==> src/rtl/uart_rx_interface_pkg.sv <==
// uart_rx_interface_pkg: shared receiver FSM states and oversampling constants
package uart_rx_interface_pkg;
    typedef enum logic [2:0] {ST_IDLE, ST_START, ST_DATA, ST_PARITY, ST_STOP} rx_state_t;
    localparam int OVERSAMPLE = 16;
    localparam int MID_SAMPLE = 7;
endpackage

==> src/rtl/uart_rx_fifo.sv <==
// uart_rx_fifo: synchronous show-ahead FIFO with registered overrun pulse
// Ports: i_clk, i_reset (sync, active high), i_push/i_data write side,
// i_pop read side, o_data head word (0 while empty), o_empty, o_full,
// o_overrun one-cycle pulse when a push is dropped.
module uart_rx_fifo #(
    parameter int DEPTH = 4,
    parameter int WIDTH = 16
) (
    input  logic             i_clk,
    input  logic             i_reset,
    input  logic             i_push,
    input  logic [WIDTH-1:0] i_data,
    input  logic             i_pop,
    output logic [WIDTH-1:0] o_data,
    output logic             o_empty,
    output logic             o_full,
    output logic             o_overrun
);
    localparam int PTR_W = $clog2(DEPTH);
    logic [WIDTH-1:0] r_mem [DEPTH];
    logic [PTR_W-1:0] r_wr_ptr, r_rd_ptr;
    logic [PTR_W:0]   r_count;
    logic             r_overrun;
    logic             w_push, w_pop;
    assign o_empty   = r_count == '0;
    assign o_full    = r_count == (PTR_W+1)'(DEPTH);
    assign w_pop     = i_pop & ~o_empty;
    // a pop in the same cycle frees the slot, so a push into a full FIFO still lands
    assign w_push    = i_push & (~o_full | w_pop);
    assign o_data    = o_empty ? '0 : r_mem[r_rd_ptr];
    assign o_overrun = r_overrun;
    always_ff @(posedge i_clk) begin
        if (w_push) r_mem[r_wr_ptr] <= i_data;
    end
    always_ff @(posedge i_clk) begin
        if (i_reset) begin
            r_wr_ptr  <= '0;
            r_rd_ptr  <= '0;
            r_count   <= '0;
            r_overrun <= 1'b0;
        end else begin
            if (w_push) r_wr_ptr <= r_wr_ptr + 1'b1;
            if (w_pop) r_rd_ptr <= r_rd_ptr + 1'b1;
            r_count   <= r_count + (PTR_W+1)'(w_push) - (PTR_W+1)'(w_pop);
            r_overrun <= i_push & ~w_push;
        end
    end
endmodule

==> src/rtl/uart_rx_interface.sv <==
// uart_rx_interface: 8N1 UART receiver pairing bytes into 16-bit words buffered in a FIFO
// Ports: i_clk, i_reset (sync, active high), i_rx serial line (idles high),
// i_rd pop request, o_data_out FIFO head word, o_empty, o_full,
// o_frame_err / o_overrun / o_par_err one-cycle error pulses.
// Build option: define UART_RX_PARITY_EN to receive an even-parity bit after the data.
module uart_rx_interface
    import uart_rx_interface_pkg::*;
#(
    parameter int CLK_FREQ   = 50_000_000,
    parameter int BAUD       = 9600,
    parameter int FIFO_DEPTH = 4
) (
    input  logic        i_clk,
    input  logic        i_reset,
    input  logic        i_rx,
    input  logic        i_rd,
    output logic [15:0] o_data_out,
    output logic        o_empty,
    output logic        o_full,
    output logic        o_frame_err,
    output logic        o_overrun,
    output logic        o_par_err
);
    localparam int DIV   = CLK_FREQ / (BAUD * OVERSAMPLE);
    localparam int DIV_W = $clog2(DIV + 1);
`ifdef UART_RX_PARITY_EN
    localparam rx_state_t AFTER_DATA = ST_PARITY;
    logic w_par_done, r_par_bad, r_par_err;
`else
    localparam rx_state_t AFTER_DATA = ST_STOP;
`endif
    rx_state_t        r_state, w_state_next;
    logic             r_sync1, r_sync2, r_rx_last;
    logic [DIV_W-1:0] r_div_cnt;
    logic [3:0]       r_tick_cnt;
    logic [2:0]       r_bit_cnt;
    logic [7:0]       r_shift, r_low;
    logic             r_half, r_frame_err;
    logic             w_tick, w_mid, w_end, w_bit_done, w_stop_done;
    logic             w_par_ok, w_accept, w_push;
    assign w_tick = r_div_cnt == DIV_W'(DIV - 1);
    assign w_mid  = w_tick & (r_tick_cnt == 4'(MID_SAMPLE));
    assign w_end  = w_tick & (r_tick_cnt == 4'(OVERSAMPLE - 1));
    always_ff @(posedge i_clk) begin
        if (i_reset) begin
            r_sync1   <= 1'b1;
            r_sync2   <= 1'b1;
            r_rx_last <= 1'b1;
            r_div_cnt <= '0;
            r_state   <= ST_IDLE;
        end else begin
            r_sync1   <= i_rx;
            r_sync2   <= r_sync1;
            // line level at the previous tick, so the start edge is seen at tick resolution
            if (w_tick) r_rx_last <= r_sync2;
            r_div_cnt <= w_tick ? '0 : r_div_cnt + 1'b1;
            r_state   <= w_state_next;
        end
    end
    always_comb begin
        w_state_next = r_state;
        w_bit_done   = 1'b0;
        w_stop_done  = 1'b0;
`ifdef UART_RX_PARITY_EN
        w_par_done   = 1'b0;
`endif
        case (r_state)
            ST_IDLE:  w_state_next = (w_tick & r_rx_last & ~r_sync2) ? ST_START : ST_IDLE;
            ST_START: w_state_next = w_mid ? (r_sync2 ? ST_IDLE : ST_DATA) : ST_START;
            ST_DATA: begin
                w_bit_done   = w_end;
                w_state_next = (w_end && r_bit_cnt == 3'd7) ? AFTER_DATA : ST_DATA;
            end
`ifdef UART_RX_PARITY_EN
            ST_PARITY: begin
                w_par_done   = w_end;
                w_state_next = w_end ? ST_STOP : ST_PARITY;
            end
`endif
            ST_STOP: begin
                w_stop_done  = w_end;
                w_state_next = w_end ? ST_IDLE : ST_STOP;
            end
            default: w_state_next = ST_IDLE;
        endcase
    end
`ifdef UART_RX_PARITY_EN
    always_ff @(posedge i_clk) begin
        if (i_reset) begin
            r_par_bad <= 1'b0;
            r_par_err <= 1'b0;
        end else begin
            r_par_err <= w_par_done & (r_sync2 != ^r_shift);
            if (w_par_done) r_par_bad <= r_sync2 != ^r_shift;
        end
    end
    assign w_par_ok  = ~r_par_bad;
    assign o_par_err = r_par_err;
`else
    assign w_par_ok  = 1'b1;
    assign o_par_err = 1'b0;
`endif
    assign w_accept = w_stop_done & r_sync2 & w_par_ok;
    assign w_push   = w_accept & r_half;
    always_ff @(posedge i_clk) begin
        if (i_reset) begin
            r_tick_cnt  <= '0;
            r_bit_cnt   <= '0;
            r_shift     <= '0;
            r_low       <= '0;
            r_half      <= 1'b0;
            r_frame_err <= 1'b0;
        end else begin
            // tick count restarts on every state change; 4-bit wrap handles the 16-tick bit period
            r_tick_cnt  <= (w_state_next != r_state) ? '0 : r_tick_cnt + 4'(w_tick);
            if (r_state == ST_START) r_bit_cnt <= '0;
            else if (w_bit_done) r_bit_cnt <= r_bit_cnt + 1'b1;
            if (w_bit_done) r_shift <= {r_sync2, r_shift[7:1]};
            if (w_accept & ~r_half) r_low <= r_shift;
            // accepted byte toggles the half-word flag; a rejected byte restarts pairing
            if (w_stop_done) r_half <= w_accept & ~r_half;
            r_frame_err <= w_stop_done & ~r_sync2;
        end
    end
    assign o_frame_err = r_frame_err;
    uart_rx_fifo #(
        .DEPTH(FIFO_DEPTH),
        .WIDTH(16)
    ) u_fifo (
        .i_clk    (i_clk),
        .i_reset  (i_reset),
        .i_push   (w_push),
        .i_data   ({r_shift, r_low}),
        .i_pop    (i_rd),
        .o_data   (o_data_out),
        .o_empty  (o_empty),
        .o_full   (o_full),
        .o_overrun(o_overrun)
    );
endmodule

==> config.mk <==
export PLATFORM = sky130hd
export DESIGN_NAME = uart_rx_interface
export DESIGN_NICKNAME = d
export VERILOG_FILES = /design/src/rtl/uart_rx_interface_pkg.sv /design/src/rtl/uart_rx_fifo.sv /design/src/rtl/uart_rx_interface.sv
export SDC_FILE = /design/constraint.sdc
export NUM_CORES = 1
export LEC_CHECK = 0
export ABC_AREA = 1
export BUFFER_PORTS_ARGS = -buffer_cell sky130_fd_sc_hd__buf_2
export CORE_ASPECT_RATIO = 0.7
export CORE_UTILIZATION = 54
export DETAILED_ROUTE_END_ITERATION = 6
export GPL_TIMING_DRIVEN = 1
export PLACE_DENSITY = 0.82
export SYNTH_ARGS = -nofsm -noshare
export SYNTH_HDL_FRONTEND = slang
export SYNTH_SLANG_ARGS = --single-unit
==> constraint.sdc <==
create_clock -name i_clk -period 2.15 [get_ports i_clk]
set_input_delay 0.43 -clock i_clk [delete_from_list [all_inputs] [get_ports i_clk]]
set_output_delay 0.43 -clock i_clk [all_outputs]
set_load 0.02 [all_outputs]
==> reports/qor.csv <==
metric;value;unit
grt_pass1_wl;16400;um
drc_errors;0;
numCtsBuffers;17;
finalSetupViolations;0;
routed_wl;10200;um
gp_congestion;0.844;
wire_per_inst;16.2;um
synth_top_cell_area_share;0.411;
hold-path-cell-count;2;
grt_pass1_vias;3260;
cts_sinks;114;
vias;3463;
die_w;113;um
end_kind;output pin;
combPwrFrac;0.190;
slew_violations;0;
dpl.cell_count;592;
track_usage;0.243;
final_nets;534;
final_cells;631;
avgSynthCellArea;9.90;sq um
clock_skew;10.1;ps
ys.flop_type;edfxtp_1;
critical_path_class;flip-flop to output pin;
crit_arrival;1680;ps
status;complete, no violations;
worstSetupStartpointType;flip-flop;
synth-xor-area-share;0.00937;
final.setup.worst_slack;38.6;ps
synthTopCellsByCount;nor2_1, edfxtp_1, dfxtp_1;
cts-root-buf;clkbuf_16;
cts_tree;built;
boundaryPins;25;
synth_top_family_by_area;simple AND/OR/NAND/NOR gates;
dieArea;9040;sq um
max_freq;474;MHz
switching_share;0.279;
n_fill_cell;572;
crit_chain;clkinvlp_4 > buf_12 > nor2_1 > o21ai_0 > a21oi_1 > buf_4;
ctsHoldBuffers;0;
synth_compound_area_frac;0.0921;
synth_edf_count;64;
grt-ovfl-total;0;
start_util;0.577;
ctsLongestPathBuffers;2;
clock_latency;400;ps
internal_power;4.73;mW
synthCells;472;
area_delta_synth_final;21.5;%
cts.htree.levels;4;
switchingPower;1.83;mW
slowest_delay;350;ps
clkPwrFrac;0.445;
yosys-top-cells-area;edfxtp_1, dfxtp_1, nor2_1;
path_clk_slew;50;ps
crit_fanout;8;
syn_nets;489;
muxShareOfSynthArea;0;
min_period;2110;ps
fp.coreArea;8110;sq um
seq_power_share;0.365;
portBuffers;23;
leakagePower;2.30;nW
grt_start_max_net_pins;25;
antenna_left;0;
yosysWarningCount;0;
rows;27;
drv_cap;0;
dr.pass1.iters;6;
r2r.worst_path.cells;12;
drt_iter0_markers;321;
async_reset_ff_frac;0;
hpwl;6190;um
ir_drop;0.507;mV
hold_viol_final;0;
vias_per_cell;5.49;
synth_top_area_cell;edfxtp_1;
p_per_area;1150;nW/um^2
antenna_found_initial;0;
synthAdderAreaFrac;0.0364;
synthSimpleGateAreaFrac;0.181;
slowest_stage;dfxtp_2;
cp.required;1720;ps
n_antenna_cell;0;
die_y;79.8;um
ys_seq_area_frac;0.625;
synth_most_common_cell;nor2_1;
hp-class;input pin to flip-flop;
dp_worst_setup_slack;164;ps
period_share;0.982;
synth_cell_types;32;
drive_gt1_frac;0.181;
yosys_register_bits;114;
netlist_area;4670;sq um
[timing repair]
action / CTS / global route
gates resized for setup: 2 / 8
setup endpoints to repair: 2 / 28
gates cloned: 0 / 1
endpoints found under the hold margin: 0 / 0
buffers inserted: 0 / 6
pin swaps: 0 / 2
[cell type report]
class | instances | area, sq um | share of cell area
clock buffers | 18 | 429 | 0.0756
clock inverters | 14 | 188 | 0.0330
inverters | 45 | 173 | 0.0304
multi-input cells | 294 | 1490 | 0.263
flip-flops and latches | 114 | 2930 | 0.516
well taps | 101 | 126 | 0.0223
repair buffers | 45 | 342 | 0.0601
[critical path: cells and delay by family (launching register included)]
| kind | cells | cell delay (ps) |
|---|---|---|
| buffers and inverters | 3 | 440 |
| AOI/OAI and AO/OA | 2 | 360 |
| DFF | 1 | 350 |
| and+or+nand+nor | 1 | 120 |
[stage by stage]
| stage | hold slack, ps | total power, mW | util | TNS (ps) | area (sq um) |
|---|---|---|---|---|---|
| 6_report | 210 | 6.56 | 0.700 | 0 | 5680 |
| 5_1_grt | 207 | 6.81 | 0.700 | -35.5 | 5680 |
| 4_1_cts | 201 | 6.47 | 0.688 | 0 | 5580 |
| 3_5_place_dp | 414 | 3.56 | 0.611 | 0 | 4950 |
| 3_3_place_gp | 411 | 3.51 | 0.611 | 0 | 4950 |
| 2_1_floorplan | 389 | 3.19 | - | -5800 | 4670 |
[power groups by stage]
| stage | clock network, mW | registers (mW) | logic [mW] |
|---|---|---|---|
| final | 2.92 | 2.39 | 1.25 |
| after global routing | 3.03 | 2.40 | 1.38 |
| after floorplan | 0 | 2.40 | 0.786 |
| after detailed placement | 0 | 2.42 | 1.14 |
| after CTS | 2.93 | 2.37 | 1.17 |
| after global placement | 0 | 2.41 | 1.10 |
[layer usage]
layer,part of all wire,vias up,track usage
li1,-,1667,-
met3,0.051,4,0.0547
met1,0.46,1683,0.325
met5,0,-,0
met2,0.49,109,0.394
met4,0.0033,0,0.0829
[path summary, 6_finish.rpt]
kind / start / to / slack (ps)
setup / recovery: flip-flop / o_data_out[12] / 40
hold / removal: i_rx / r_sync1$_SDFF_PP1_ / 210
setup reg to reg: r_div_cnt[0]$_SDFF_PP0_ / u_fifo.r_count[1]$_SDFF_PP0_ / 160
hold reg to reg: r_sync1$_SDFF_PP1_ / r_sync2$_SDFF_PP1_ / 430
[layout by cell type, fill, tap and decap left out, types with 4 or more instances in the layout]
cell       count
dfxtp_1       47
buf_4         17
ha_1          12
a21oi_1       37
bufinv_16      4
nand3_1        7
nor2_1       117
clkbuf_16     18
nor3_1         4
nand2_1       34
inv_1         40
nand4_1       10
buf_2         22
edfxtp_1      64
o21ai_0       48
[registers in the layout, summed over array words and instances (netlist names), named ones only]
signal / cells
u_fifo.r_mem: 64
r_div_cnt: 9
r_low: 8
r_shift: 8
r_tick_cnt: 4
r_bit_cnt: 3
r_state: 3
u_fifo.r_count: 3
u_fifo.r_rd_ptr: 2
u_fifo.r_wr_ptr: 2
o_frame_err: 1
r_half: 1
r_rx_last: 1
r_sync1: 1
r_sync2: 1
u_fifo.o_overrun: 1
[kinds of logic (layout without fill, tap and decap cells)]
kind of cell             Yosys count  in the layout
AO/OA/AOI/OAI                     86             86
XOR/XNOR                           5              5
adder cells (fa/ha/maj)           13             13
buffers and inverters             64            122
flip-flops                       114            114
other                              1              1
AND/OR/NAND/NOR                  189            189
No activity file was read; power rests on OpenSTA's default activity.
